$ cat config.mk
export PLATFORM = sky130hd
export DESIGN_NAME = alu_pipe
export DESIGN_NICKNAME = d
export VERILOG_FILES = /design/src/rtl/alu_pipe.sv
export SDC_FILE = /design/constraint.sdc
export NUM_CORES = 1
export LEC_CHECK = 0
export BUFFER_PORTS_ARGS = -buffer_cell sky130_fd_sc_hd__buf_2
export CAP_MARGIN = 0
export CORE_UTILIZATION = 44
export CTS_CLUSTER_DIAMETER = 120
export DETAILED_ROUTE_END_ITERATION = 16
export PLACE_DENSITY = 0.59
export SYNTH_ARGS = -nofsm -noshare
export SYNTH_HDL_FRONTEND = slang
export SYNTH_SLANG_ARGS = --single-unit
export TNS_END_PERCENT = 30
$ cat constraint.sdc
create_clock -name clk -period 4.6 [get_ports clk]
set_input_delay 1.15 -clock clk [delete_from_list [all_inputs] [get_ports clk]]
set_output_delay 1.15 -clock clk [all_outputs]
set_load 0.02 [all_outputs]
$ cat src/rtl/alu_pipe.sv
`timescale 1ns/1ps
// Two-stage pipelined ALU (8 ops, C/Z/N/V flags, internal accumulator).
// Latency: beat accepted on edge N is presented with out_valid after edge N+1.
// Backpressure: valid/ready both sides; stage 1 drains into stage 2 whenever it is free, no bubbles.
module alu_pipe #(
    parameter int WIDTH = 16,
    parameter int SHW   = 4
) (
    input  logic             clk,
    input  logic             reset,
    input  logic             in_valid,
    output logic             in_ready,
    input  logic [2:0]       op,
    input  logic             acc_sel,
    input  logic             acc_wr,
    input  logic             acc_clr,
    input  logic [WIDTH-1:0] i0,
    input  logic [WIDTH-1:0] i1,
    output logic             out_valid,
    input  logic             out_ready,
    output logic [WIDTH-1:0] o,
    output logic             cout,
    output logic             zero,
    output logic             neg,
    output logic             ovf,
    output logic [WIDTH-1:0] acc
);

    localparam logic [2:0] OP_ADD = 3'd0;
    localparam logic [2:0] OP_SUB = 3'd1;
    localparam logic [2:0] OP_AND = 3'd2;
    localparam logic [2:0] OP_OR  = 3'd3;
    localparam logic [2:0] OP_XOR = 3'd4;
    localparam logic [2:0] OP_SHL = 3'd5;
    localparam logic [2:0] OP_SHR = 3'd6;
    localparam logic [WIDTH:0] ONE = {{WIDTH{1'b0}}, 1'b1};

    logic             s1_valid_q, s1_valid_d;
    logic [2:0]       s1_op_q, s1_op_d;
    logic             s1_acc_sel_q, s1_acc_sel_d;
    logic             s1_acc_wr_q, s1_acc_wr_d;
    logic [WIDTH-1:0] s1_i0_q, s1_i0_d;
    logic [WIDTH-1:0] s1_i1_q, s1_i1_d;
    logic             out_valid_q, out_valid_d;
    logic [WIDTH-1:0] o_q, o_d;
    logic             cout_q, cout_d;
    logic             zero_q, zero_d;
    logic             neg_q, neg_d;
    logic             ovf_q, ovf_d;
    logic [WIDTH-1:0] acc_q, acc_d;

    logic [WIDTH-1:0] op_a, op_b, alu_o;
    logic [WIDTH:0]   alu_w, shr_w;
    logic [SHW-1:0]   sh;
    logic             alu_c, alu_v;
    logic             adv, accept;

    // Operand A reads the live accumulator, so a dependent beat right behind a writer sees its result.
    always_comb begin
        op_a  = s1_acc_sel_q ? acc_q : s1_i0_q;
        op_b  = s1_i1_q;
        sh    = op_b[SHW-1:0];
        alu_w = '0;
        shr_w = '0;
        alu_v = 1'b0;
        case (s1_op_q)
            OP_ADD: begin
                alu_w = {1'b0, op_a} + {1'b0, op_b};
                alu_v = (op_a[WIDTH-1] == op_b[WIDTH-1]) && (alu_w[WIDTH-1] != op_a[WIDTH-1]);
            end
            OP_SUB: begin
                alu_w = {1'b0, op_a} + {1'b0, ~op_b} + ONE;
                alu_v = (op_a[WIDTH-1] != op_b[WIDTH-1]) && (alu_w[WIDTH-1] != op_a[WIDTH-1]);
            end
            OP_AND: alu_w = {1'b0, op_a & op_b};
            OP_OR:  alu_w = {1'b0, op_a | op_b};
            OP_XOR: alu_w = {1'b0, op_a ^ op_b};
            OP_SHL: alu_w = {1'b0, op_a} << sh;
            OP_SHR: begin
                // Extra LSB catches the last bit shifted out; stays 0 for a zero shift.
                shr_w = {op_a, 1'b0} >> sh;
                alu_w = {shr_w[0], shr_w[WIDTH:1]};
            end
            default: alu_w = {1'b0, op_b};
        endcase
        alu_o = alu_w[WIDTH-1:0];
        alu_c = alu_w[WIDTH];
    end

    always_comb begin
        adv      = s1_valid_q && (!out_valid_q || out_ready);
        in_ready = reset && (!s1_valid_q || adv);
        accept   = in_valid && in_ready;

        s1_valid_d   = s1_valid_q;
        s1_op_d      = s1_op_q;
        s1_acc_sel_d = s1_acc_sel_q;
        s1_acc_wr_d  = s1_acc_wr_q;
        s1_i0_d      = s1_i0_q;
        s1_i1_d      = s1_i1_q;
        out_valid_d  = out_valid_q;
        o_d          = o_q;
        cout_d       = cout_q;
        zero_d       = zero_q;
        neg_d        = neg_q;
        ovf_d        = ovf_q;
        acc_d        = acc_q;

        if (accept) begin
            s1_valid_d   = 1'b1;
            s1_op_d      = op;
            s1_acc_sel_d = acc_sel;
            s1_acc_wr_d  = acc_wr;
            s1_i0_d      = i0;
            s1_i1_d      = i1;
        end else if (adv) begin
            s1_valid_d = 1'b0;
        end

        if (adv) begin
            out_valid_d = 1'b1;
            o_d         = alu_o;
            cout_d      = alu_c;
            zero_d      = (alu_o == '0);
            neg_d       = alu_o[WIDTH-1];
            ovf_d       = alu_v;
        end else if (out_ready) begin
            out_valid_d = 1'b0;
        end

        // Clear takes priority over a write landing on the same edge.
        if (acc_clr) begin
            acc_d = '0;
        end else if (adv && s1_acc_wr_q) begin
            acc_d = alu_o;
        end
    end

    always_ff @(posedge clk or negedge reset) begin
        if (!reset) begin
            s1_valid_q   <= 1'b0;
            s1_op_q      <= '0;
            s1_acc_sel_q <= 1'b0;
            s1_acc_wr_q  <= 1'b0;
            s1_i0_q      <= '0;
            s1_i1_q      <= '0;
            out_valid_q  <= 1'b0;
            o_q          <= '0;
            cout_q       <= 1'b0;
            zero_q       <= 1'b0;
            neg_q        <= 1'b0;
            ovf_q        <= 1'b0;
            acc_q        <= '0;
        end else begin
            s1_valid_q   <= s1_valid_d;
            s1_op_q      <= s1_op_d;
            s1_acc_sel_q <= s1_acc_sel_d;
            s1_acc_wr_q  <= s1_acc_wr_d;
            s1_i0_q      <= s1_i0_d;
            s1_i1_q      <= s1_i1_d;
            out_valid_q  <= out_valid_d;
            o_q          <= o_d;
            cout_q       <= cout_d;
            zero_q       <= zero_d;
            neg_q        <= neg_d;
            ovf_q        <= ovf_d;
            acc_q        <= acc_d;
        end
    end

    assign out_valid = out_valid_q;
    assign o         = o_q;
    assign cout      = cout_q;
    assign zero      = zero_q;
    assign neg       = neg_q;
    assign ovf       = ovf_q;
    assign acc       = acc_q;

endmodule

==> results of run 1 <==
[layout by cell type (no fill, tap or decap), types with 12 or more instances in the layout]
cell type / netlist / routed
a211oi_1: 14 / 14
nand2b_1: 17 / 17
o211ai_1: 12 / 12
ha_1: 57 / 57
inv_1: 44 / 44
mux2i_1: 35 / 35
nor2b_1: 12 / 12
nand2_1: 83 / 82
dfrtp_1: 74 / 72
mux2_2: 42 / 42
nor2_1: 62 / 62
o21ai_0: 40 / 40
mux4_2: 35 / 35
a22o_1: 13 / 13
nor3_1: 18 / 18
nand3_1: 24 / 24
buf_4: 1 / 43
buf_2: 14 / 78
a21oi_1: 38 / 37
[worst register-to-register path, cell delays in order (launching register included)]
cell      delay, ns
dfrtp_2        0.67
mux2i_1        0.63
inv_1          0.17
ha_1           0.29
inv_1          0.10
o21ai_0        0.09
a32o_1         0.33
a221oi_1       0.21
nand3_1        0.22
o32ai_1        0.41
buf_4          0.21
nor4b_1        0.29
buf_4          0.19
nand4_1        0.18
o41ai_2        0.26
[cell families (layout without fill, tap and decap cells)]
kind of cell	after synthesis	in the layout
XOR/XNOR	10	10
multiplexers	124	124
AND/OR/NAND/NOR	263	263
adder cells (fa/ha/maj)	59	59
AO/OA/AOI/OAI	246	246
flip-flops	74	74
buffers and inverters	116	189
[stage by stage]
stage / utilization (%) / worst slack [ns] / hold WS (ns) / instances / power (mW)
after floorplan: - / 0.498 / 0.471 / 892 / 2.62
after global placement: 49.7 / 0.329 / 0.460 / 1174 / 3.42
after detailed placement: 49.7 / 0.323 / 0.457 / 1174 / 3.41
after CTS: 51.5 / 0.278 / 0.482 / 1190 / 4.19
after global routing: 51.5 / 0.0978 / 0.500 / 1190 / 4.46
final: 51.5 / 0.263 / 0.477 / 1190 / 4.24
[power by group through the flow]
stage | registers (mW) | logic [mW] | clock network [mW]
after floorplan | 1.01 | 1.61 | 0
after global placement | 0.999 | 2.42 | 0
after detailed placement | 0.998 | 2.41 | 0
after CTS | 0.991 | 2.43 | 0.775
after global routing | 1.02 | 2.65 | 0.800
final | 0.995 | 2.47 | 0.770
[Yosys cell counts (4+ instances only)]
| cell | n |
|---|---|
| nand2_1 | 83 |
| dfrtp_1 | 74 |
| nor2_1 | 62 |
| ha_1 | 57 |
| inv_1 | 44 |
| mux2_2 | 42 |
| o21ai_0 | 40 |
| a21oi_1 | 38 |
| clkbuf_1 | 35 |
| mux2i_1 | 35 |
| mux4_2 | 35 |
| nand3_1 | 24 |
| nor3_1 | 18 |
| nand2b_1 | 17 |
| a211oi_1 | 14 |
| buf_2 | 14 |
| a22o_1 | 13 |
| nor2b_1 | 12 |
| o211ai_1 | 12 |
| a22oi_1 | 10 |
| mux2_1 | 10 |
| nand4_1 | 10 |
| o22ai_1 | 10 |
| a221oi_1 | 9 |
| a31oi_1 | 9 |
| xnor2_1 | 9 |
| a21o_1 | 8 |
| buf_1 | 8 |
| and2_1 | 7 |
| inv_2 | 7 |
| o32ai_1 | 7 |
| a211o_1 | 6 |
| a221o_1 | 6 |
| buf_6 | 6 |
| o21a_1 | 6 |
| o311a_1 | 5 |
| o32a_1 | 5 |
| or3_1 | 5 |
| o31ai_1 | 4 |
[sequential cells by signal, summed over array words and instances (netlist names), 3 cells and up]
signal   flops
op_b        16
acc         16
s1_op_q      3
o           16
s1_i0_q     16
[final timing paths]
| path | start | end | slack, ns | cells past startpoint |
|---|---|---|---|---|
| setup / recovery | s1_acc_sel_q$_DFFE_PN0P_ | zero$_DFFE_PN0P_ | 0.26 | 14 |
| hold / removal | o[1]$_DFFE_PN0P_ | o[1]$_DFFE_PN0P_ | 0.48 | 2 |
| setup reg to reg | s1_acc_sel_q$_DFFE_PN0P_ | zero$_DFFE_PN0P_ | 0.26 | 14 |
| hold reg to reg | o[1]$_DFFE_PN0P_ | o[1]$_DFFE_PN0P_ | 0.48 | 2 |
| max in group asynchronous | reset | s1_acc_sel_q$_DFFE_PN0P_ | 2.74 | 3 |
| min in group asynchronous | reset | op_b[8]$_DFFE_PN0P_ | 0.87 | 2 |
[routing by layer]
| layer | part of all wire, % | GRT usage (%) |
|---|---|---|
| met1 | 42 | 44.8 |
| met2 | 45 | 50.4 |
| met3 | 8.6 | 5.78 |
| met4 | 4.2 | 15.1 |
| met5 | 0 | 0 |
[layout make-up]
type,count,share of cell area (%)
Timing Repair Buffer,121,7.90
Clock inverter,7,0.928
Clock buffer,9,2.49
Tap cell,225,3.12
Multi-Input combinational cell,702,62.9
Sequential cell,74,20.5
Inverter,52,2.16
==> impl_metrics.toml, run 1 <==
[outcome]
status = "completed"

[clocking]
cts_hold_buffers = 0
cts.sinks = 74
cts_root_buf = "clkbuf_16"
numCtsBuffers = 9
clkLatencyLatePin_ns = 0.36
clk_pin_slew_ns = 0.07
cts_max_path_buffers = 2
cts_setup_buffers = 0
cts_max_level = 3
tritoncts = "yes"
cts_resized = 0

[global_route]
grt_pass1_wl_microns = 45300
antenna_found_initial = 0
grt_max_degree = 46
grt_usage_pct = 32.8
grt_pass1_vias = 7302
grt_remaining_overflow = 0

[floorplan]
coreArea_sq_um = 17500
dieArea_sq_um = 18700
die_h_microns = 137
die_w_microns = 137
initial_core_util_pct = 45.6
ioPinCount = 80
rows = 48

[placed_design]
hpwl_microns = 22500
port_buffers = 79
placed_cell_area_sq_um = 8710
globalplace.congestion = 0.995

[critical_path]
crit_type = "reg -> reg"
cp-start-kind = "flop"
worstPathRequired_ns = 4.85
cpPeakStageDelay_ns = 0.67
crit_chain = "mux2i_1 -> inv_1 -> ha_1 -> inv_1 -> o21ai_0 -> a32o_1 -> a221oi_1 -> nand3_1 -> o32ai_1 -> buf_4 -> nor4b_1 -> buf_4 -> nand4_1 -> o41ai_2"
cp_slowest_cell = "dfrtp_2"
endpoint_kind = "flop"
cp_top_family = "compound AO/OA/AOI/OAI gates"
crit_buf_inv = 4
arrival_ns = 4.59
worstPathMaxFanout = 17

[timing]
fmax_mhz = 231
slew_headroom_pct = 27.3
setup_tns_ns = 0
final.min_clock_period_ns = 4.34
rsz0062_at_grt = "false"
slew_viol_final = 0
final_hold_viol_count = 0
finalSetupViolCount = 0
worstMarginPinSlew_ns = 1.09
clock_skew_ns = 0.00805
fin_crit_sh_pct = 94.3

[drt]
via_per_inst = 6.55
initialDrtViolationCount = 852
vias = 7792
drc_errors = 0
routed_wl_microns = 29800
wl_per_cell_microns = 25.1
dr.pass1.iters = 8
drtAntennaViolNets = 0

[power_and_ir_drop]
leakage_nw = 4.07
clockPowerShare_pct = 18.2
p_int_mw = 2.21
power.density_nw_per_um2 = 469
ir_drop_mv = 0.272
sequentialPowerShare_pct = 23.5
p_sw_share_pct = 47.8
switching_power_mw = 2.03
combinationalPowerShare_pct = 58.3

[yosys]
synth_area_leader_cell = "dfrtp_1"
syn_inst = 892
syn_nets = 993
synth_top_area_share_pct = 23.1
synthesis.area_sq_um = 8010
synth_top_family_by_area = "compound AO/OA/AOI/OAI gates"
synth_flop_cell = "dfrtp_1"
synth-seq-cells = 74
synthAdderAreaFrac_pct = 9.41
synth-compound-area-share_pct = 22.3
synthSimpleGateAreaFrac_pct = 15.9
yosys.area_share.xor_xnor_pct = 1.09
async_flop_share_pct = 100
synth_edf_count = 0
yosysWarningCount = 0
synth_cell_type_count = 84
synth.mux.area_fraction_pct = 21.9
synthTopCellsByArea = "dfrtp_1, mux4_2, ha_1, mux2_2, mux2i_1"
synth_seq_area_share_pct = 23.1
avgSynthCellArea_sq_um = 8.97

[final_layout]
antenna_cells = 0
syn_to_final_growth_pct = 12.8
seqCellArea_sq_um = 1850
multi_input_area_sq_um = 5680
nFillCells = 1721
nNetsFinal = 1061
fin_area_sq_um = 9030
layout-drive-gt1-share_pct = 24.7

[run]
cap_violations = 0

[worst_hold_path]
worstHoldPathType = "reg -> reg"
Note: power is estimated with default switching activity, not from simulation.
==> inputs of run 2 (changes only) <==
--- a/config.mk
+++ b/config.mk
@@ -7,10 +7,10 @@
 export LEC_CHECK = 0
 export BUFFER_PORTS_ARGS = -buffer_cell sky130_fd_sc_hd__buf_2
 export CAP_MARGIN = 0
-export CORE_UTILIZATION = 44
+export CORE_UTILIZATION = 35
 export CTS_CLUSTER_DIAMETER = 120
 export DETAILED_ROUTE_END_ITERATION = 16
-export PLACE_DENSITY = 0.59
+export PLACE_DENSITY = 0.49
 export SYNTH_ARGS = -nofsm -noshare
 export SYNTH_HDL_FRONTEND = slang
 export SYNTH_SLANG_ARGS = --single-unit
==> impl_metrics.toml, run 2 (synthesis gave the netlist of run 1 again) <==
[outcome]
status = "completed"

[final_layout]
syn_to_final_growth_pct = 13.7
stdcell_count = 1245
layout-drive-gt1-share_pct = 24.5
layout_common_cells = "nand2_1, buf_2, dfrtp_1"
antenna_cells = 0
final_common_cell = "nand2_1"
nNetsFinal = 1061

[critical_path]
endpoint_kind = "flop"
r2r_start = "s1_acc_sel_q$_DFFE_PN0P_"
worstPathRequired_ns = 4.85
crit_path_start = "s1_acc_sel_q$_DFFE_PN0P_"
rr_worst_depth = 12
r2r_setup_slack_ns = 0.44
crit_chain = "buf_4 -> mux2i_1 -> inv_1 -> ha_1 -> inv_1 -> a21o_1 -> o41a_1 -> a221o_1 -> xnor2_1 -> a221oi_1 -> nor2_1 -> o41ai_2"
reg2reg_to = "zero$_DFFE_PN0P_"
cpMostUsedCell = "inv_1"
endpoint = "zero$_DFFE_PN0P_"
cp-start-kind = "flop"
worstPathMaxFanout = 30
cp_slowest_cell = "dfrtp_2"
crit_type = "reg -> reg"
cpPeakStageDelay_ns = 0.58
arrival_ns = 4.42

[floorplan]
die_w_microns = 153
coreArea_sq_um = 22100
dieArea_sq_um = 23500
rows = 54
ioPinCount = 80
initial_core_util_pct = 36.2
die_h_microns = 153

[clocking]
cts_max_path_buffers = 2
tritoncts = "yes"
cts_max_level = 3
cts_root_buf = "clkbuf_16"
cts_hold_buffers = 0
numCtsBuffers = 9
cts_resized = 0
cts_setup_buffers = 0
cts.sinks = 74
clk_pin_slew_ns = 0.07
clkLatencyLatePin_ns = 0.36

[global_route]
grt_max_degree = 61
grt_pass1_wl_microns = 47100
antenna_found_initial = 1
grt_remaining_overflow = 0
grt_usage_pct = 26.6
grt_pass1_vias = 7507

[power_and_ir_drop]
ir_drop_mv = 0.220
leakage_nw = 4.07
power.density_nw_per_um2 = 468

[drt]
drc_errors = 0
via_per_inst = 6.18
routed_wl_microns = 31000
wl_per_cell_microns = 24.9
vias = 7697
dr.pass1.iters = 6
initialDrtViolationCount = 776
drtAntennaViolNets = 0

[timing]
slew_headroom_pct = 32.0
clock_skew_ns = 0.00732
worstMarginPinSlew_ns = 1.02
fmax_mhz = 240
final_hold_viol_count = 0
final.min_clock_period_ns = 4.16
whs_ns = 0.482
setup_tns_ns = 0
fin_crit_sh_pct = 90.5
finalSetupViolCount = 0
fin_ws_ns = 0.437
rsz0062_at_grt = "false"
slew_viol_final = 0

[placed_design]
port_buffers = 79
dpl.cell_count = 1229
hpwl_microns = 23300
pre_cts_ws_ns = 0.479
globalplace.congestion = 0.972

[run]
cap_violations = 0

[worst_hold_path]
worstHoldPathType = "reg -> reg"
## run 2: cell types whose count changed in the layout (fill, tap and decap cells not counted), sizes merged
cell,delta
clkinv,-2
inv,+1
clkinvlp,+1
## run 2: metal layers
layer  global-route usage, %  wire length, microns  vias up
li1                        -                     -     3507
met1                    36.5                 13800     3787
met2                    42.7                 14400      354
met3                    4.11                  2030       49
met4                    8.56                   833        0
met5                       0                     0        -
## run 2: final cells by class
cell class,instances,area (sq um)
Tap cell,280,350
Inverter,52,195
Multi-Input combinational cell,702,5670
Clock buffer,9,225
Fill cell,2209,13000
Sequential cell,74,1850
Clock inverter,7,82.6
Timing Repair Buffer,121,726
## run 2: how the worst min path moves through the flow
stage | endpoint | slack, ns | from | cells after the start
3_3_place_gp | o[1]$_DFFE_PN0P_ | 0.46 | o[1]$_DFFE_PN0P_ | 2
4_1_cts | zero$_DFFE_PN0P_ | 0.48 | zero$_DFFE_PN0P_ | 2
6_report | zero$_DFFE_PN0P_ | 0.48 | zero$_DFFE_PN0P_ | 2
3_5_place_dp | zero$_DFFE_PN0P_ | 0.47 | zero$_DFFE_PN0P_ | 2
2_1_floorplan | out_valid$_DFFE_PN0P_ | 0.47 | s1_valid_q$_DFFE_PN0P_ | 1
5_1_grt | zero$_DFFE_PN0P_ | 0.51 | zero$_DFFE_PN0P_ | 2
## run 2: worst max-delay path: cells and delay by family (launching register included)
kind            cells  cell delay, ns
compound gates      5            1.59
buf+inv             3            0.76
flops               1            0.58
fa+ha+maj           1            0.47
mux                 1            0.37
xor+xnor            1            0.15
simple gates        1            0.12
## run 2: power breakdown
part           total [mW]  internal [mW]  switching, mW  leakage (nW)
logic                2.50          0.998           1.51          3.01
registers           0.988          0.789          0.200         0.916
clock network       0.764          0.430          0.333         0.145
total                4.26           2.22           2.04          4.07
## run 2: per-stage QoR
stage	instance area, sq um	total power, mW	util, %
floorplan	8010	2.62	-
global placement	8790	3.45	39.8
detailed placement	8790	3.45	39.8
CTS	9100	4.24	41.2
global route	9100	4.50	41.2
finish	9100	4.26	41.2
==> inputs of run 3 (changes only) <==
--- a/config.mk
+++ b/config.mk
@@ -5,11 +5,14 @@
 export SDC_FILE = /design/constraint.sdc
 export NUM_CORES = 1
 export LEC_CHECK = 0
+export ABC_AREA = 1
 export BUFFER_PORTS_ARGS = -buffer_cell sky130_fd_sc_hd__buf_2
 export CAP_MARGIN = 0
 export CORE_UTILIZATION = 35
+export CTS_BUF_LIST = sky130_fd_sc_hd__clkbuf_16
 export CTS_CLUSTER_DIAMETER = 120
 export DETAILED_ROUTE_END_ITERATION = 16
+export MAX_ROUTING_LAYER = met4
 export PLACE_DENSITY = 0.49
 export SYNTH_ARGS = -nofsm -noshare
 export SYNTH_HDL_FRONTEND = slang
==> impl_metrics.toml, run 3 <==
[outcome]
status = "completed"

[critical_path]
endpoint = "zero$_DFFE_PN0P_"
cp_slowest_cell = "dfrtp_1"
worstPathMaxFanout = 14
crit_buf_inv = 2
reg2reg_to = "zero$_DFFE_PN0P_"
r2r_start = "s1_acc_sel_q$_DFFE_PN0P_"
crit_path_start = "s1_acc_sel_q$_DFFE_PN0P_"
rr_worst_depth = 17
endpoint_kind = "flop"
cp_top_family = "simple AND/OR/NAND/NOR gates"
cpPeakStageDelay_ns = 0.59
arrival_ns = 4.02
crit_chain = "o21ai_0 -> ha_1 -> inv_1 -> fa_1 -> inv_1 -> nand2_1 -> nand2_1 -> nand3_1 -> nand2_1 -> nand3_1 -> a21oi_1 -> nor2_1 -> nor2_1 -> nand3_1 -> nor2_1 -> nand3_1 -> nand2_1"
crit_cells = 17
r2r_setup_slack_ns = 0.87
crit_type = "reg -> reg"
worstPathRequired_ns = 4.88
cp-start-kind = "flop"

[yosys]
yosysWarningCount = 0
synth_cell_type_count = 44
synthesis.area_sq_um = 7510
ys_top_cells_by_count = "nand2_1, nand3_1, inv_1"
synth_most_common_cell = "nand2_1"
synth_area_leader_cell = "dfrtp_1"
synth_top_area_share_pct = 24.7
syn_nets = 1312
synthTopCellsByArea = "dfrtp_1, nand2_1, nand3_1, ha_1, inv_1"
async_flop_share_pct = 100
synth_seq_area_share_pct = 24.7
avgSynthCellArea_sq_um = 6.20
synth-seq-cells = 74
syn_inst = 1211
synth_edf_count = 0
synth_flop_cell = "dfrtp_1"

[clocking]
clkLatencyLatePin_ns = 0.36
cts_root_buf = "clkbuf_16"
tritoncts = "yes"
cts_resized = 0
cts_setup_buffers = 0
clk_pin_slew_ns = 0.07
cts_hold_buffers = 0
cts_max_path_buffers = 2
cts.sinks = 74
numCtsBuffers = 9
cts_max_level = 3

[timing]
finalSetupViolCount = 0
slew_headroom_pct = 45.5
rsz0062_at_grt = "false"
worstMarginPinSlew_ns = 0.817
final.min_clock_period_ns = 3.73
slew_viol_final = 0
fmax_mhz = 268
fin_crit_sh_pct = 81.2
clock_skew_ns = 0.0195
setup_tns_ns = 0
final_hold_viol_count = 0
whs_ns = 0.480

[drt]
drtAntennaViolNets = 0
dr.pass1.iters = 5
drc_errors = 0
initialDrtViolationCount = 662
vias = 8247
routed_wl_microns = 29200
via_per_inst = 5.33
wl_per_cell_microns = 18.9

[floorplan]
initial_core_util_pct = 35.7
dieArea_sq_um = 22000
ioPinCount = 80
die_w_microns = 148
die_h_microns = 148
rows = 53
coreArea_sq_um = 21000

[final_layout]
nNetsFinal = 1368
layout_common_cells = "nand2_1, nand3_1, inv_1"
final_common_cell = "nand2_1"
final_util_pct = 39.9
fin_area_sq_um = 8390
syn_to_final_growth_pct = 11.8
layout-drive-gt1-share_pct = 13.1
antenna_cells = 0
nFillCells = 2359

[global_route]
grt_remaining_overflow = 0
grt_usage_pct = 27.9
antenna_found_initial = 0
grt_max_degree = 44
grt_pass1_wl_microns = 45200
grt_pass1_vias = 7754

[placed_design]
placed_cell_area_sq_um = 8090
port_buffers = 79
globalplace.congestion = 0.979
hpwl_microns = 23100

[power_and_ir_drop]
total_power_mw = 3.64
ir_drop_mv = 0.191
power.density_nw_per_um2 = 434
leakage_nw = 4.46

[run]
cap_violations = 0

[worst_hold_path]
worstHoldPathType = "reg -> reg"
run 3: cell count changes in the layout (fill, tap and decap cells not counted), moves of 17 or more:
cell,change
a21oi_1,+33
buf_4,-24
inv_1,+92
mux2_2,-41
mux2i_1,-35
mux4_2,-35
nand2_1,+242
nand2b_1,-17
nand3_1,+165
nor2_1,+70
run 3: metrics by stage:
step / instances / setup WS [ns]
finish: 1547 / 0.866
CTS: 1547 / 0.912
global placement: 1531 / 0.982
floorplan: 1211 / 1.82
global route: 1547 / 0.574
detailed placement: 1531 / 0.962
run 3: how the worst min path moves through the flow:
stage,startpoint,endpoint,cells after the start
floorplan,s1_acc_wr_q$_DFFE_PN0P_,s1_acc_wr_q$_DFFE_PN0P_,1
global placement,o[6]$_DFFE_PN0P_,o[6]$_DFFE_PN0P_,2
detailed placement,o[0]$_DFFE_PN0P_,o[0]$_DFFE_PN0P_,2
CTS,o[3]$_DFFE_PN0P_,o[3]$_DFFE_PN0P_,2
global route,ovf$_DFFE_PN0P_,ovf$_DFFE_PN0P_,2
finish,o[3]$_DFFE_PN0P_,o[3]$_DFFE_PN0P_,2
run 3: logic make-up (layout without fill, tap and decap cells):
group / after synthesis / count (layout) / share of synthesized area (%)
and+or+nand+nor: 713 / 713 / 41.6
buffers and inverters: 198 / 259 / 11.3
AOI/OAI and AO/OA: 165 / 165 / 12.2
DFF: 74 / 74 / 24.7
adders and majority gates: 59 / 59 / 10.0
xor gates and xnor gates: 1 / 1 / 0.117
muxes: 1 / 1 / 0.150
run 3: layout make-up:
type                       instances  area [sq um]  area share, %
multi-input combinational        939          4810           57.3
timing repair buffer              96           526           6.26
tap                              275           344           4.10
clock inverter                     7          77.6          0.924
inverter                         147           557           6.63
clock buffer                       9           225           2.68
sequential                        74          1850           22.1
run 3: power by group:
| part | total, mW | switching [mW] | internal [mW] |
|---|---|---|---|
| logic | 2.03 | 1.44 | 0.594 |
| clock network | 0.755 | 0.329 | 0.426 |
| registers | 0.856 | 0.0854 | 0.770 |
| total | 3.64 | 1.85 | 1.79 |
run 3: tightest hold or removal path: stages (launching register included):
cell	delay, ns
dfrtp_1	0.34
nand2_1	0.05
o21ai_0	0.06
run 3: layer usage:
layer  vias to the layer above  wire (microns)  share of wire [%]  GRT usage (%)
met3                        49            1590                5.5           3.37
met4                         0             717                2.5           8.25
met5                         -               0                  0              -
li1                       4052               -                  -              -
met1                      3859           13700                 47           38.0
met2                       287           13200                 45           43.2
